File: src/rtl/stage_if_pkg.sv
// rtl/stage_if_pkg.sv - shared fetch-stage types, state encodings and PC constants
package stage_if_pkg;

  typedef enum logic {
    FETCH = 1'b0,
    DROP  = 1'b1
  } if_state_e;

  localparam logic [31:0] RESET_PC_DEFAULT = 32'h0000_0000;
  localparam logic [31:0] PC_STEP          = 32'd4;
  localparam logic [31:0] PC_ALIGN_MASK    = 32'hFFFF_FFFC;

  typedef struct packed {
    logic [31:0] pc;
    logic [31:0] inst;
  } if_entry_t;

  function automatic logic [31:0] pc_align(input logic [31:0] a);
    return a & PC_ALIGN_MASK;
  endfunction

endpackage

File: src/rtl/fetch_fifo.sv
// rtl/fetch_fifo.sv - 2-deep instruction buffer with push, pop, flush and count
module fetch_fifo
  import stage_if_pkg::*;
(
  input  logic       clk,
  input  logic       rst_n,
  input  logic       push,
  input  if_entry_t  push_data,
  input  logic       pop,
  input  logic       flush,
  output if_entry_t  head_data,
  output logic [1:0] count
);

  if_entry_t mem [2];
  logic      rd_ptr;
  logic      wr_ptr;
  logic      do_push;
  logic      do_pop;

  assign do_pop  = pop && (count != 2'd0);
  assign do_push = push && ((count != 2'd2) || do_pop);

  always_ff @(posedge clk or negedge rst_n) begin
    if (!rst_n) begin
      rd_ptr <= 1'b0;
      wr_ptr <= 1'b0;
      count  <= 2'd0;
    end else if (flush) begin
      rd_ptr <= 1'b0;
      wr_ptr <= 1'b0;
      count  <= 2'd0;
    end else begin
      if (do_push) wr_ptr <= ~wr_ptr;
      if (do_pop)  rd_ptr <= ~rd_ptr;
      count <= count + {1'b0, do_push} - {1'b0, do_pop};
    end
  end

  // Entry storage carries no reset; contents are only observed while count != 0.
  always_ff @(posedge clk) begin
    if (do_push && !flush) mem[wr_ptr] <= push_data;
  end

  assign head_data = mem[rd_ptr];

endmodule

File: src/rtl/stage_if.sv
// rtl/stage_if.sv - instruction fetch stage: request FSM, PC tracking and redirect handling
module stage_if
  import stage_if_pkg::*;
#(
  parameter logic [31:0] RESET_PC = RESET_PC_DEFAULT
) (
  input  logic        clk,
  input  logic        rst_n,
  input  logic        if_rst,
  input  logic        if_en,
  input  logic        redirect_valid,
  input  logic [31:0] redirect_pc,
  output logic        imem_req,
  output logic [31:0] imem_addr,
  input  logic        imem_ack,
  input  logic [31:0] imem_rdata,
  output logic        if_valid,
  output logic [31:0] inst_out,
  output logic [31:0] pc_out
);

  if_state_e   state;
  if_state_e   state_next;
  logic [31:0] pc;
  logic [31:0] pc_next;
  logic [31:0] target_pc;
  logic [31:0] target_next;
  logic        req;
  logic        req_next;
  logic [1:0]  count;
  logic        flush;
  logic        ack;
  logic        pop;
  logic        push;
  logic [31:0] flush_pc;
  logic [2:0]  demand;
  if_entry_t   head;

  assign flush    = if_rst || redirect_valid;
  assign flush_pc = if_rst ? RESET_PC : pc_align(redirect_pc);
  assign ack      = req && imem_ack;
  assign if_valid = (count != 2'd0);
  assign pop      = if_en && if_valid && !flush;
  assign push     = ack && (state == FETCH) && !flush;
  assign demand   = {1'b0, count} + {2'b00, req} - {2'b00, pop};

  fetch_fifo u_fifo (
    .clk       (clk),
    .rst_n     (rst_n),
    .push      (push),
    .push_data ('{pc: pc, inst: imem_rdata}),
    .pop       (pop),
    .flush     (flush),
    .head_data (head),
    .count     (count)
  );

  always_ff @(posedge clk or negedge rst_n) begin
    if (!rst_n) state <= FETCH;
    else        state <= state_next;
  end

  always_comb begin
    state_next = state;
    case (state)
      FETCH:   if (flush && req && !ack) state_next = DROP;
      DROP:    if (ack) state_next = FETCH;
      default: state_next = FETCH;
    endcase
  end

  // pc is the address of the current/next request; in DROP it still holds the abandoned
  // address so imem_addr stays stable, while target_pc holds where to resume.
  always_comb begin
    pc_next     = pc;
    req_next    = req;
    target_next = target_pc;
    if (state == FETCH) begin
      if (flush) begin
        if (req && !ack) begin
          target_next = flush_pc;
        end else begin
          pc_next  = flush_pc;
          req_next = 1'b1;
        end
      end else if (!req || ack) begin
        if (ack) pc_next = pc + PC_STEP;
        req_next = (demand < 3'd2);
      end
    end else begin
      if (flush) target_next = flush_pc;
      if (ack) begin
        pc_next  = flush ? flush_pc : target_pc;
        req_next = 1'b1;
      end
    end
  end

  always_ff @(posedge clk or negedge rst_n) begin
    if (!rst_n) begin
      pc        <= RESET_PC;
      target_pc <= RESET_PC;
      req       <= 1'b0;
    end else begin
      pc        <= pc_next;
      target_pc <= target_next;
      req       <= req_next;
    end
  end

  always_comb begin
    imem_req  = req;
    imem_addr = pc;
    inst_out  = '0;
    pc_out    = '0;
    if (if_valid) begin
      inst_out = head.inst;
      pc_out   = head.pc + PC_STEP;
    end
  end

endmodule

File: config.mk
export PLATFORM = sky130hd
export DESIGN_NAME = stage_if
export DESIGN_NICKNAME = d
export VERILOG_FILES = /design/src/rtl/stage_if_pkg.sv /design/src/rtl/fetch_fifo.sv /design/src/rtl/stage_if.sv
export SDC_FILE = /design/constraint.sdc
export NUM_CORES = 1
export LEC_CHECK = 0
export CORE_MARGIN = 5
export CORE_UTILIZATION = 50
export CTS_BUF_LIST = sky130_fd_sc_hd__clkbuf_4
export DETAILED_ROUTE_END_ITERATION = 8
export PLACE_DENSITY_LB_ADDON = 0.25
export SYNTH_ARGS = -nofsm -noshare
export SYNTH_HDL_FRONTEND = slang
export SYNTH_SLANG_ARGS = --single-unit
File: constraint.sdc
create_clock -name clk -period 12.5 [get_ports clk]
set_input_delay 3.75 -clock clk [delete_from_list [all_inputs] [get_ports clk]]
set_output_delay 3.75 -clock clk [all_outputs]
set_load 0.01 [all_outputs]
==> results of run 1 <==
==> how the worst max path moves through the flow <==
stage,start,end,slack (ns),cells past startpoint
floorplan,if_rst,u_fifo.mem[0][0],4.40,5
CTS,u_fifo.rd_ptr,pc_out[25],4.09,7
global route,u_fifo.rd_ptr,pc_out[25],3.72,7
detailed placement,u_fifo.rd_ptr,pc_out[25],4.77,7
finish,u_fifo.rd_ptr,pc_out[25],4.17,7
global placement,u_fifo.rd_ptr,pc_out[25],4.84,7
==> final cells by class <==
type	instances	area share (%)
Multi-Input combinational cell	595	31.9
Sequential cell	198	47.6
Clock inverter	14	1.61
Timing Repair Buffer	175	14.6
Clock buffer	18	1.15
Inverter	12	0.383
Tap cell	260	2.76
==> cells in the mapped netlist, drive strengths merged, types with 7 or more instances <==
master	number	area share (%)
a21oi	41	2.1
inv	12	0.47
a31oi	7	0.46
mux2	9	1.1
edfxtp	128	40
o21ai	68	3.6
nor3	18	0.94
nand3	29	1.5
nand2	83	3.2
nand4	17	1.2
dfrtp	70	18
buf	14	0.93
xor2	9	0.82
a22oi	13	1.1
mux2i	57	5.9
a22o	26	2.4
and2	8	0.52
nor2	91	3.6
clkbuf	38	1.5
xnor2	17	1.6
==> logic make-up after synthesis <==
family | count (synthesis) | synth area share (%)
AND/OR/NAND/NOR | 298 | 15.2
XOR/XNOR | 26 | 2.37
adder cells (fa/ha/maj) | 6 | 0.860
buffers and inverters | 64 | 2.88
multiplexers | 66 | 7.00
AO/OA/AOI/OAI | 199 | 13.4
flip-flops | 198 | 58.3
==> critical path: stages, from the launching register on <==
cell,delay (ns)
dfrtp_4,0.63
buf_4,0.86
nand2_1,0.14
o22ai_1,0.45
nand4_1,0.50
or4_1,0.65
a21oi_1,0.16
clkdlybuf4s50_1,0.60
==> metal layers <==
layer | track usage (%) | vias to the layer above | part of all wire (%)
met1 | 28.5 | 3432 | 44
met2 | 32.1 | 264 | 46
met5 | 0 | - | 0
met4 | 6.19 | 0 | 2.0
li1 | - | 3463 | -
met3 | 4.20 | 31 | 7.8
==> registers in the layout (all words and copies together) (netlist names) <==
signal         cells
u_fifo.wr_ptr      1
target_pc         32
u_fifo.rd_ptr      1
u_fifo.count       2
u_fifo.mem       128
imem_addr         32
imem_req           1
state              1
==> stage by stage <==
step	power (W)	utilization, %	instance area [µm²]	hold WS (ns)
4_1_cts	0.00152	62.5	11800	0.515
5_1_grt	0.00159	62.5	11800	0.530
3_3_place_gp	0.00114	60.8	11400	0.473
6_report	0.00151	62.5	11800	0.512
2_1_floorplan	0.00100	-	9600	0.454
3_5_place_dp	0.00115	60.8	11400	0.474
==> power by group <==
part | leakage, nW | total, W | internal, W | switching [W]
Clock | 0.168 | 0.000371 | 0.000147 | 0.000224
Combinational | 1.78 | 0.000287 | 0.000135 | 0.000152
Sequential | 2.08 | 0.000854 | 0.000771 | 0.0000828
==> results.py, run 1 <==
metrics = {
    "setup_path": {
        "crit_path_start_kind": "flip-flop",
        "worstSetupPathType": "flip-flop to output pin",
        "worstRegToRegCells": 6,
        "reg2reg_slack_ns": 9.20,
        "path_max_fanout": 74,
        "end_kind": "output pin",
        "r2r_end": "u_fifo.mem[0][40]",
        "required_ns": 8.75,
        "arrival_ns": 4.58,
        "r2r-start": "state",
    },
    "logic_synthesis": {
        "synth_ff_type": "edfxtp_1",
        "syn_area_per_cell_um2": 11.2,
        "syn_nets": 933,
        "synth_edf_count": 128,
        "ys_seq_elements": 198,
        "ys_types": 65,
        "ys_warn_count": 0,
        "synth_cells": 857,
        "synth_seq_area_share_pct": 58.3,
        "ys_async_sr_fraction_pct": 35.4,
        "syn_area_um2": 9600,
    },
    "timing": {
        "worst_slack_ns": 4.17,
        "rsz0062_at_grt": "no",
        "clock_skew_ns": 0.0285,
        "setup_viol": 0,
        "finalSetupTns_ns": 0,
        "finalHoldViolCount": 0,
        "relSlewSlack_pct": 27.1,
        "fin_crit_ns": 8.33,
        "worst_pin_slew_ns": 1.09,
        "final.period_utilization_pct": 66.7,
        "maxSlewViolCount": 0,
        "max_freq_ghz": 0.120,
    },
    "floorplan": {
        "start_util_pct": 51.0,
        "dieHeight_um": 149,
        "die-area_um2": 22100,
        "fp-row-count": 50,
        "ios": 168,
        "die_w_um": 149,
        "core_area_um2": 18800,
    },
    "outcome": {
        "status": "complete, no violations",
    },
    "run": {
        "maxCapViolCount": 0,
    },
    "cts": {
        "clk_pin_slew_ns": 0.17,
        "max-clock-path-buffers": 2,
        "cts_made_buffers": 17,
        "htree_levels": 4,
        "cts_tree": "yes",
        "clk_latency_ns": 0.59,
        "clock_sinks": 198,
        "postCtsHoldBufs": 0,
        "cts-root-buf": "clkbuf_4",
        "cts_setup_buffers": 0,
        "ctsResizeCount": 0,
    },
    "power_and_ir_drop": {
        "power.leakage_nw": 4.04,
        "ir_worst_vdd_mv": 0.0716,
        "powerDensity_nw_per_um2": 129,
    },
    "global_route": {
        "grt-ovfl-total": 0,
        "grt_pass1_vias": 6766,
        "grt_pass1_wl_um": 35900,
        "grt_max_degree": 75,
        "antenna_found_initial": 0,
        "track_usage_pct": 20.3,
    },
    "detailed_routing": {
        "dr.pass1.iters": 5,
        "dr_total_vias": 7190,
        "drc": 0,
        "drt_iter0_markers": 498,
        "routedWlPerCell_um": 17.8,
        "drtAntennaViolNets": 0,
        "viasPerCell": 5.65,
        "wl_um": 22700,
    },
    "cells_and_area": {
        "fillers": 1540,
        "drive_above_1_share_pct": 6.92,
        "mostFrequentLayoutCells": "163 x clkdlybuf4s50_1, 128 x edfxtp_1, 90 x nor2_1, 83 x nand2_1, 69 x dfrtp_1",
        "layout_commonest_cell": "clkdlybuf4s50_1",
        "multi_input_area_um2": 3760,
        "nNetsFinal": 1075,
        "diodes": 0,
        "register_area_um2": 5600,
        "area_delta_synth_final_pct": 22.6,
        "fin_cells": 1272,
    },
    "place": {
        "dp_hpwl_um": 15300,
        "port_buffers": 165,
        "place_inst": 1240,
        "pre_cts_slack_ns": 4.77,
        "place_congestion": 0.809,
    },
    "hold_path": {
        "hp-class": "flip-flop to flip-flop",
        "min_to": "target_pc[0]",
        "hp-start": "target_pc[0]",
        "min_path_cells": 1,
    },
}
Note: power is estimated with default switching activity, not from simulation.
==> inputs of run 2 (changes only) <==
==> constraint.sdc (replaced) <==
create_clock -name clk -period 8 [get_ports clk]
set_input_delay 2.4 -clock clk [delete_from_list [all_inputs] [get_ports clk]]
set_output_delay 2.4 -clock clk [all_outputs]
set_load 0.01 [all_outputs]
==> results.py, run 2 (synthesized netlist as in run 1, its figures left out) <==
metrics = {
    "floorplan": {
        "fp-row-count": 50,
        "start_util_pct": 51.0,
        "die_w_um": 149,
        "die-area_um2": 22100,
        "core_area_um2": 18800,
        "ios": 168,
        "dieHeight_um": 149,
    },
    "cts": {
        "ctsResizeCount": 0,
        "cts_made_buffers": 17,
        "htree_levels": 4,
        "clk_latency_ns": 0.59,
        "cts_tree": "yes",
        "postCtsHoldBufs": 0,
        "cts-root-buf": "clkbuf_4",
        "cts_setup_buffers": 0,
        "clk_pin_slew_ns": 0.15,
        "max-clock-path-buffers": 2,
        "clock_sinks": 198,
    },
    "cells_and_area": {
        "drive_above_1_share_pct": 6.90,
        "final_util_pct": 62.5,
        "stdcell_area_um2": 11800,
        "largest_register_ffs": 128,
        "fin_cells": 1275,
        "layout_commonest_cell": "clkdlybuf4s50_1",
        "regMostFlops": "u_fifo.mem",
        "nNetsFinal": 1077,
        "area_delta_synth_final_pct": 22.5,
        "mostFrequentLayoutCells": "163 x clkdlybuf4s50_1, 128 x edfxtp_1, 90 x nor2_1, 83 x nand2_1, 69 x dfrtp_1",
    },
    "power_and_ir_drop": {
        "ir_worst_vdd_mv": 0.104,
        "power.leakage_nw": 4.03,
        "powerDensity_nw_per_um2": 198,
    },
    "timing": {
        "worst_pin_slew_ns": 1.06,
        "rsz0062_at_grt": "no",
        "relSlewSlack_pct": 29.2,
        "final.period_utilization_pct": 85.7,
        "setup_viol": 0,
        "clock_skew_ns": 0.0176,
        "max_freq_ghz": 0.146,
        "fin_crit_ns": 6.86,
        "finalSetupTns_ns": 0,
        "finalHoldViolCount": 0,
        "worst_slack_ns": 1.14,
        "maxSlewViolCount": 0,
    },
    "setup_path": {
        "crit_path_start_kind": "flip-flop",
        "critical_path.endpoint": "pc_out[25]",
        "reg2reg_slack_ns": 4.84,
        "r2r-start": "u_fifo.count[1]",
        "path_max_fanout": 64,
        "max_stage_delay_ns": 0.97,
        "end_kind": "output pin",
        "required_ns": 5.60,
        "startpoint": "u_fifo.rd_ptr",
        "cpMaxStageDelayCell": "dfrtp_4",
        "arrival_ns": 4.46,
        "r2r_end": "imem_req",
        "worstSetupPathType": "flip-flop to output pin",
        "worstRegToRegCells": 11,
        "worstPathCellList": "nand4_1 > a21oi_1 > nand4_1 > or4_1 > a21oi_1 > clkdlybuf4s50_1",
    },
    "detailed_routing": {
        "viasPerCell": 5.64,
        "drtAntennaViolNets": 0,
        "routedWlPerCell_um": 17.7,
        "dr.pass1.iters": 5,
        "drc": 0,
        "dr_total_vias": 7192,
        "drt_iter0_markers": 614,
        "wl_um": 22600,
    },
    "hold_path": {
        "hp-class": "flip-flop to flip-flop",
    },
    "global_route": {
        "antenna_found_initial": 1,
        "grt_pass1_vias": 7032,
        "grt_max_degree": 71,
        "grt-ovfl-total": 0,
        "grt_pass1_wl_um": 36700,
        "track_usage_pct": 20.8,
    },
    "place": {
        "port_buffers": 165,
        "place_inst": 1242,
        "pre_cts_slack_ns": 1.83,
        "dp_hpwl_um": 15400,
        "place_area_um2": 11500,
        "place_congestion": 0.847,
    },
    "outcome": {
        "status": "complete, no violations",
    },
    "run": {
        "maxCapViolCount": 0,
    },
}
## run 2: changes by cell type in the layout (fill, tap and decap cells not counted)
cell and delta:
buf_4 +1, buf_12 +1, inv_6 +1, clkinv_1 +1, bufinv_16 -1, clkinv_4 -2, clkbuf_4 -1, clkinvlp_4 +1
o31ai_1 +1, o31ai_2 -1, clkinv_2 +1, diode_2 +1
## run 2: worst min path at each step
stage | startpoint | end | slack, ns | cells after the start
2_1_floorplan | target_pc[0] | target_pc[0] | 0.45 | 1
3_3_place_gp | target_pc[0] | target_pc[0] | 0.47 | 1
3_5_place_dp | target_pc[1] | target_pc[1] | 0.48 | 1
4_1_cts | target_pc[1] | target_pc[1] | 0.51 | 1
5_1_grt | target_pc[0] | target_pc[0] | 0.53 | 1
6_report | target_pc[0] | target_pc[0] | 0.51 | 1
## run 2: cell type report
type	instances	area, µm²
Antenna cell	1	2.50
Clock buffer	17	128
Clock inverter	15	166
Fill cell	1505	7070
Inverter	12	45.0
Multi-Input combinational cell	595	3750
Sequential cell	198	5600
Tap cell	260	325
Timing Repair Buffer	177	1740
## run 2: metrics by stage
stage	power [W]	hold slack, ns
after floorplan	0.00156	0.454
after global placement	0.00179	0.474
after detailed placement	0.00181	0.480
after CTS	0.00235	0.514
after global routing	0.00246	0.530
final	0.00234	0.508
## run 2: where the power goes
group / internal, W / switching (W) / leakage (nW)
sequential: 0.00121 / 0.000130 / 2.08
clock: 0.000193 / 0.000354 / 0.151
combinational: 0.000214 / 0.000239 / 1.80
## run 2: routing by layer
metal	routed length [µm]	GRT usage, %	vias to the layer above
met5	0	0	-
met4	404	5.82	0
met3	1540	4.81	28
met2	10500	32.9	253
met1	10100	28.9	3432
li1	-	-	3479
## run 2: critical path: cells and delay by family, from the launching register on
| kind | cells | cell delay [ns] |
|---|---|---|
| AND/OR/NAND/NOR | 3 | 1.46 |
| flip-flops | 1 | 0.97 |
| AO/OA/AOI/OAI | 2 | 0.82 |
| buffers and inverters | 1 | 0.60 |
